[src/rtl/alu_pkg.sv]
// Shared constants for the two-requester ALU arbiter: opcode encoding, FSM state
// encoding and default datapath sizes.
package alu_pkg;

    localparam int unsigned ALU_WIDTH = 32;
    localparam int unsigned ALU_OPW   = 3;

    localparam logic [2:0] OP_AND  = 3'b000;
    localparam logic [2:0] OP_OR   = 3'b001;
    localparam logic [2:0] OP_XOR  = 3'b010;
    localparam logic [2:0] OP_ADD  = 3'b011;
    localparam logic [2:0] OP_SUB  = 3'b100;
    localparam logic [2:0] OP_SLT  = 3'b101;
    localparam logic [2:0] OP_NOR  = 3'b110;
    localparam logic [2:0] OP_PASS = 3'b111;

    localparam logic [1:0] ST_IDLE = 2'd0;
    localparam logic [1:0] ST_EXEC = 2'd1;
    localparam logic [1:0] ST_RESP = 2'd2;

endpackage

[src/rtl/alu_core.sv]
// Purely combinational ALU: logic ops, wrapping ADD/SUB, signed SLT and PASS A,
// plus unsigned carry (NOT borrow for SUB) and signed overflow.
module alu_core
    import alu_pkg::*;
#(
    parameter int unsigned WIDTH = ALU_WIDTH,
    parameter int unsigned OPW   = ALU_OPW
) (
    input  logic [OPW-1:0]   op,
    input  logic [WIDTH-1:0] a,
    input  logic [WIDTH-1:0] b,
    output logic [WIDTH-1:0] result,
    output logic             carry,
    output logic             ovf
);

    logic [WIDTH:0] sum;
    logic [WIDTH:0] diff;
    logic           slt;

    assign sum  = {1'b0, a} + {1'b0, b};
    // a + ~b + 1: the extra top bit is the NOT-borrow carry
    assign diff = {1'b0, a} + {1'b0, ~b} + {{WIDTH{1'b0}}, 1'b1};
    assign slt  = $signed(a) < $signed(b);

    always_comb begin
        result = '0;
        carry  = 1'b0;
        ovf    = 1'b0;
        case (op)
            OP_AND: result = a & b;
            OP_OR:  result = a | b;
            OP_XOR: result = a ^ b;
            OP_ADD: begin
                result = sum[WIDTH-1:0];
                carry  = sum[WIDTH];
                ovf    = (a[WIDTH-1] == b[WIDTH-1]) && (sum[WIDTH-1] != a[WIDTH-1]);
            end
            OP_SUB: begin
                result = diff[WIDTH-1:0];
                carry  = diff[WIDTH];
                ovf    = (a[WIDTH-1] != b[WIDTH-1]) && (diff[WIDTH-1] != a[WIDTH-1]);
            end
            OP_SLT: result = {{(WIDTH-1){1'b0}}, slt};
            OP_NOR: result = ~(a | b);
            default: result = a;
        endcase
    end

endmodule

[src/rtl/alu_share_arbiter.sv]
// Round-robin arbiter sharing one ALU between two requesters (IDLE -> EXEC -> RESP).
// Define ALU_ARB_FLAGS_EN to add registered rsp_zero/rsp_carry/rsp_ovf outputs.
module alu_share_arbiter
    import alu_pkg::*;
#(
    parameter int unsigned WIDTH = ALU_WIDTH,
    parameter int unsigned OPW   = ALU_OPW
) (
    input  logic             clk,
    input  logic             rst_n,
    input  logic             req0_valid,
    output logic             req0_ready,
    input  logic [OPW-1:0]   req0_op,
    input  logic [WIDTH-1:0] req0_a,
    input  logic [WIDTH-1:0] req0_b,
    input  logic             req1_valid,
    output logic             req1_ready,
    input  logic [OPW-1:0]   req1_op,
    input  logic [WIDTH-1:0] req1_a,
    input  logic [WIDTH-1:0] req1_b,
`ifdef ALU_ARB_FLAGS_EN
    output logic             rsp_zero,
    output logic             rsp_carry,
    output logic             rsp_ovf,
`endif
    output logic             rsp_valid,
    input  logic             rsp_ready,
    output logic             rsp_id,
    output logic [WIDTH-1:0] rsp_data
);

    logic [1:0]       state_q, state_d;
    logic             last_grant_q;
    logic [OPW-1:0]   op_q;
    logic [WIDTH-1:0] a_q, b_q, data_q;
    logic             id_q;
    logic             idle, gnt, fire;
    logic [WIDTH-1:0] core_result;
    logic             core_carry, core_ovf;

    // Ready is gated by rst_n so nothing can be accepted while reset is held
    assign idle       = rst_n && (state_q == ST_IDLE);
    assign gnt        = (req0_valid && req1_valid) ? ~last_grant_q : req1_valid;
    assign req0_ready = idle && req0_valid && !gnt;
    assign req1_ready = idle && req1_valid && gnt;
    assign fire       = req0_ready || req1_ready;

    assign rsp_valid = (state_q == ST_RESP);
    assign rsp_id    = id_q;
    assign rsp_data  = data_q;

    always_comb begin
        state_d = state_q;
        case (state_q)
            ST_IDLE: if (fire) state_d = ST_EXEC;
            ST_EXEC: state_d = ST_RESP;
            ST_RESP: if (rsp_ready) state_d = ST_IDLE;
            default: state_d = ST_IDLE;
        endcase
    end

    alu_core #(
        .WIDTH (WIDTH),
        .OPW   (OPW)
    ) u_core (
        .op     (op_q),
        .a      (a_q),
        .b      (b_q),
        .result (core_result),
        .carry  (core_carry),
        .ovf    (core_ovf)
    );

    always_ff @(posedge clk or negedge rst_n) begin
        if (!rst_n) begin
            state_q      <= ST_IDLE;
            last_grant_q <= 1'b1;
            op_q         <= '0;
            a_q          <= '0;
            b_q          <= '0;
            id_q         <= 1'b0;
            data_q       <= '0;
        end else begin
            state_q <= state_d;
            if (fire) begin
                op_q <= gnt ? req1_op : req0_op;
                a_q  <= gnt ? req1_a : req0_a;
                b_q  <= gnt ? req1_b : req0_b;
                id_q <= gnt;
            end
            if (state_q == ST_EXEC) data_q <= core_result;
            if ((state_q == ST_RESP) && rsp_ready) last_grant_q <= id_q;
        end
    end

`ifdef ALU_ARB_FLAGS_EN
    logic zero_q, carry_q, ovf_q;

    always_ff @(posedge clk or negedge rst_n) begin
        if (!rst_n) begin
            zero_q  <= 1'b0;
            carry_q <= 1'b0;
            ovf_q   <= 1'b0;
        end else if (state_q == ST_EXEC) begin
            zero_q  <= (core_result == '0);
            carry_q <= core_carry;
            ovf_q   <= core_ovf;
        end
    end

    assign rsp_zero  = zero_q;
    assign rsp_carry = carry_q;
    assign rsp_ovf   = ovf_q;
`else
    logic unused_flags;
    assign unused_flags = core_carry ^ core_ovf;
`endif

endmodule
[config.mk]
export PLATFORM = sky130hd
export DESIGN_NAME = alu_share_arbiter
export DESIGN_NICKNAME = d
export VERILOG_FILES = /design/src/rtl/alu_pkg.sv /design/src/rtl/alu_core.sv /design/src/rtl/alu_share_arbiter.sv
export SDC_FILE = /design/constraint.sdc
export NUM_CORES = 1
export LEC_CHECK = 0
export CORE_MARGIN = 4
export CORE_UTILIZATION = 70
export CTS_CLUSTER_DIAMETER = 150
export DETAILED_ROUTE_END_ITERATION = 16
export DONT_BUFFER_PORTS = 1
export PLACE_DENSITY = 0.95
export SETUP_SLACK_MARGIN = 0.1
export SYNTH_ARGS = -nofsm -noshare
export SYNTH_HDL_FRONTEND = slang
export SYNTH_SLANG_ARGS = --single-unit
export TNS_END_PERCENT = 50
[constraint.sdc]
create_clock -name clk -period 5.1 [get_ports clk]
set_input_delay 1.02 -clock clk [delete_from_list [all_inputs] [get_ports clk]]
set_output_delay 1.02 -clock clk [all_outputs]
set_load 0.05 [all_outputs]
==> impl_metrics.yaml <==
sta:
  max_clock_freq_mhz: 276
  finalCriticalPeriod_ps: 3620
  minimum_setup_slack_in_the_final_design_ps: 1480
  grt_setup_unrepaired: "no"
  setup_violations: 0
  hold_violations: 0
  final_max_slew_viol_count: 0
  final_min_period_over_clock_period: 0.710
  worst-slew-pin-transition_ps: 961
  slew-limit-headroom: 0.360
  totalNegativeSetupSlack_ps: 0
  finalClockSkew_ps: 17.6
layout:
  drive_above_1_share: 0.0531
  synthToLayoutAreaGrowth_pct: 3.20
  fin_nets: 1539
floorplan:
  ios: 175
  die_width_um: 130
  die_height_um: 130
  placementRows: 44
  core_um2: 14500
  initial_utilization: 0.713
  floorplan.die_area_um2: 16800
place:
  place_congestion: 1.12
  post-place-ws_ps: 1600
  io_port_bufs: 0
  dp.final_hpwl_um: 24900
synthesis:
  ys_ff_latch: 103
  post-synth-top-area-fraction: 0.246
  syn_area_per_cell_um2: 7.61
  edff_count_synth: 0
  synth_most_common_cell: "sky130_fd_sc_hd__nor2_1"
  synth.top_cells.by_area: "sky130_fd_sc_hd__dfrtp_1 (25%), sky130_fd_sc_hd__ha_1 (13%), sky130_fd_sc_hd__a21oi_1 (8.2%)"
  postSynthCellCount: 1361
  synth.cell_area_um2: 10400
  synth.cells.most_frequent: "sky130_fd_sc_hd__nor2_1 (185), sky130_fd_sc_hd__a21oi_1 (170), sky130_fd_sc_hd__ha_1 (104), sky130_fd_sc_hd__dfrtp_1 (102), sky130_fd_sc_hd__o21ai_0 (96)"
  synth-warning-count: 0
  ys_seq_area_frac: 0.249
  asr_flop_ratio_synth: 1.00
  synth.distinct_cells: 76
  synth_area_leader_cell: "sky130_fd_sc_hd__dfrtp_1"
  top_flip_flop_cell_by_instance_count_after_synthesis: "sky130_fd_sc_hd__dfrtp_1"
  synthesis.nets: 1606
routing:
  count_of_vias_placed_by_the_detailed_router: 10600
  avgViaCountPerCell: 7.13
  drt_drc_violations_left: 0
  detailedRoute.firstPassIterationCount: 8
  drt-initial-drc-count: 1552
  route.antenna.remaining_nets: 0
  drt_total_wl_um: 34200
  detail_routed_net_length_per_standard_cell_um: 23.0
worst_setup_path:
  max_stage_delay_cell_worst_path: "sky130_fd_sc_hd__a2111oi_2"
  cp_data_required_time_ps: 5340
  cp_num_buf_inv: 1
  slowest_delay_ps: 500
  startpoint_class_of_the_critical_path: "flip-flop"
  cpLargestDelayFamily: "compound AO/OA/AOI/OAI gates"
  reg2reg_setup_slack_ps: 1480
  critical_path_class: "reg -> reg"
  critical_path.cell_chain: "ha_1 -> inv_1 -> fa_1 -> nand3b_1 -> a211oi_1 -> o31ai_2 -> a2111oi_2 -> o21ai_1 -> a211oi_2 -> o21ai_0 -> nand4_1 -> o211ai_1"
  worstPathArrival_ps: 3860
  worst-path-max-fanout: 4
  cp-end-kind: "flip-flop"
pwr:
  total_power_mw: 9.05
  vdd.ir_drop.worst_v: 0.000462
  power_density_nw_per_um2: 846
  power.leakage_nw: 4.85
clock_tree:
  cts_buffers: 9
  clk_pin_slew_worst_paths_ps: 90
  worst_skew_pair_latency_ps: 380
  ctsResizeCount: 0
  cts.hold.buffers_added: 0
  ctsRootBufferMaster: "sky130_fd_sc_hd__clkbuf_16"
  tritoncts: "built"
  ctsLongestPathBuffers: 2
  clock_sinks: 103
  ctsHtreeMaxLevel: 3
  post-cts-setup-buffer-count: 0
global_route:
  largest_net_degree_at_the_start_of_global_routing: 105
  global_route.usage.total: 0.405
  global_route.overflow_total: 0
  grt_pass1_wl_um: 53000
  initial_antenna_violation_count: 0
  first_global_vias: 9903
run_status:
  run_status: "finished clean"
min_path:
  holdCritPathClass: "in -> async"
job:
  max_cap_violations: 0
-- sequential cells by signal, indices dropped and copies added, names as in the netlist --
signal	cells
a_q	32
b_q	32
last_grant_q	1
op_q	3
rsp_data	32
rsp_id	1
state_q	2
-- cell type report --
cell class	instances	area, um2
multi-input combinational	1069	7080
fill	1154	3840
sequential	103	2580
inverter	93	349
tap	184	230
clock buffer	9	225
timing repair buffer	18	135
clock inverter	7	86.3
antenna	1	2.50
-- power breakdown --
group          leakage [nW]  switching, mW  internal (mW)
logic                  3.53           3.95           2.18
registers              1.17          0.978           1.17
clock network         0.150          0.375          0.393
-- worst paths after layout --
path,to,startpoint,cells after the start
worst max-delay path,rsp_data[30]$_DFFE_PN0N_,b_q[0]$_DFFE_PN0P_,12
worst min-delay path,rsp_data[21]$_DFFE_PN0N_,rst_n,0
worst max register to register,rsp_data[30]$_DFFE_PN0N_,b_q[0]$_DFFE_PN0P_,12
worst min register to register,b_q[10]$_DFFE_PN0P_,b_q[10]$_DFFE_PN0P_,2
max in group asynchronous,last_grant_q$_DFFE_PN1P_,rst_n,0
min in group clk,b_q[10]$_DFFE_PN0P_,b_q[10]$_DFFE_PN0P_,2
-- cell families after synthesis --
logic type,Yosys count,share of synthesized area
AOI/OAI and AO/OA,475,0.293
xor gates and xnor gates,10,0.00845
adders and majority gates,106,0.129
buffers and inverters,189,0.0707
DFF,103,0.249
muxes,81,0.0785
and+or+nand+nor,397,0.171
-- layout by cell type (no fill, tap or decap), types with 7 or more instances in the layout --
cell / n
sky130_fd_sc_hd__nor2_1: 185
sky130_fd_sc_hd__nor4_1: 8
sky130_fd_sc_hd__buf_4: 18
sky130_fd_sc_hd__nor3_1: 26
sky130_fd_sc_hd__inv_1: 91
sky130_fd_sc_hd__ha_1: 104
sky130_fd_sc_hd__clkbuf_16: 9
sky130_fd_sc_hd__o221ai_1: 13
sky130_fd_sc_hd__a211oi_1: 12
sky130_fd_sc_hd__a221oi_1: 10
sky130_fd_sc_hd__nand4_1: 7
sky130_fd_sc_hd__o211ai_1: 20
sky130_fd_sc_hd__nor2b_1: 15
sky130_fd_sc_hd__o22ai_1: 12
sky130_fd_sc_hd__mux2i_1: 79
sky130_fd_sc_hd__o21ai_0: 96
sky130_fd_sc_hd__a21oi_1: 170
sky130_fd_sc_hd__dfrtp_1: 101
sky130_fd_sc_hd__a22oi_1: 7
sky130_fd_sc_hd__nand3_1: 19
sky130_fd_sc_hd__o21bai_1: 8
sky130_fd_sc_hd__a31oi_1: 24
sky130_fd_sc_hd__or3_1: 7
sky130_fd_sc_hd__a21o_1: 23
sky130_fd_sc_hd__nand2b_1: 9
sky130_fd_sc_hd__xnor2_1: 7
sky130_fd_sc_hd__nand2_1: 88
-- metal layers --
| metal | up-vias | GRT usage | share of wire | routed length (um) |
|---|---|---|---|---|
| met5 | - | 0 | 0 | 0 |
| met4 | 0 | 0.122 | 0.025 | 845 |
| met3 | 98 | 0.146 | 0.16 | 5580 |
| met2 | 815 | 0.586 | 0.42 | 14300 |
| met1 | 4930 | 0.569 | 0.39 | 13400 |
| li1 | 4739 | - | - | - |
-- metrics by stage --
stage	hold WS, ps	instances	area, um2	util
detailed placement	556	1467	10400	0.714
global route	316	1483	10700	0.736
CTS	324	1483	10700	0.736
finish	329	1484	10700	0.736
floorplan	522	1361	10400	-
global placement	537	1467	10400	0.714
-- worst register-to-register path, delay by kind of cell, from the launching register on --
family | cells | cell delay [ps]
simple gates | 2 | 420
flops | 1 | 410
buf+inv | 1 | 70
fa+ha+maj | 2 | 660
compound gates | 7 | 1940
No activity file was read; power rests on OpenSTA's default activity.
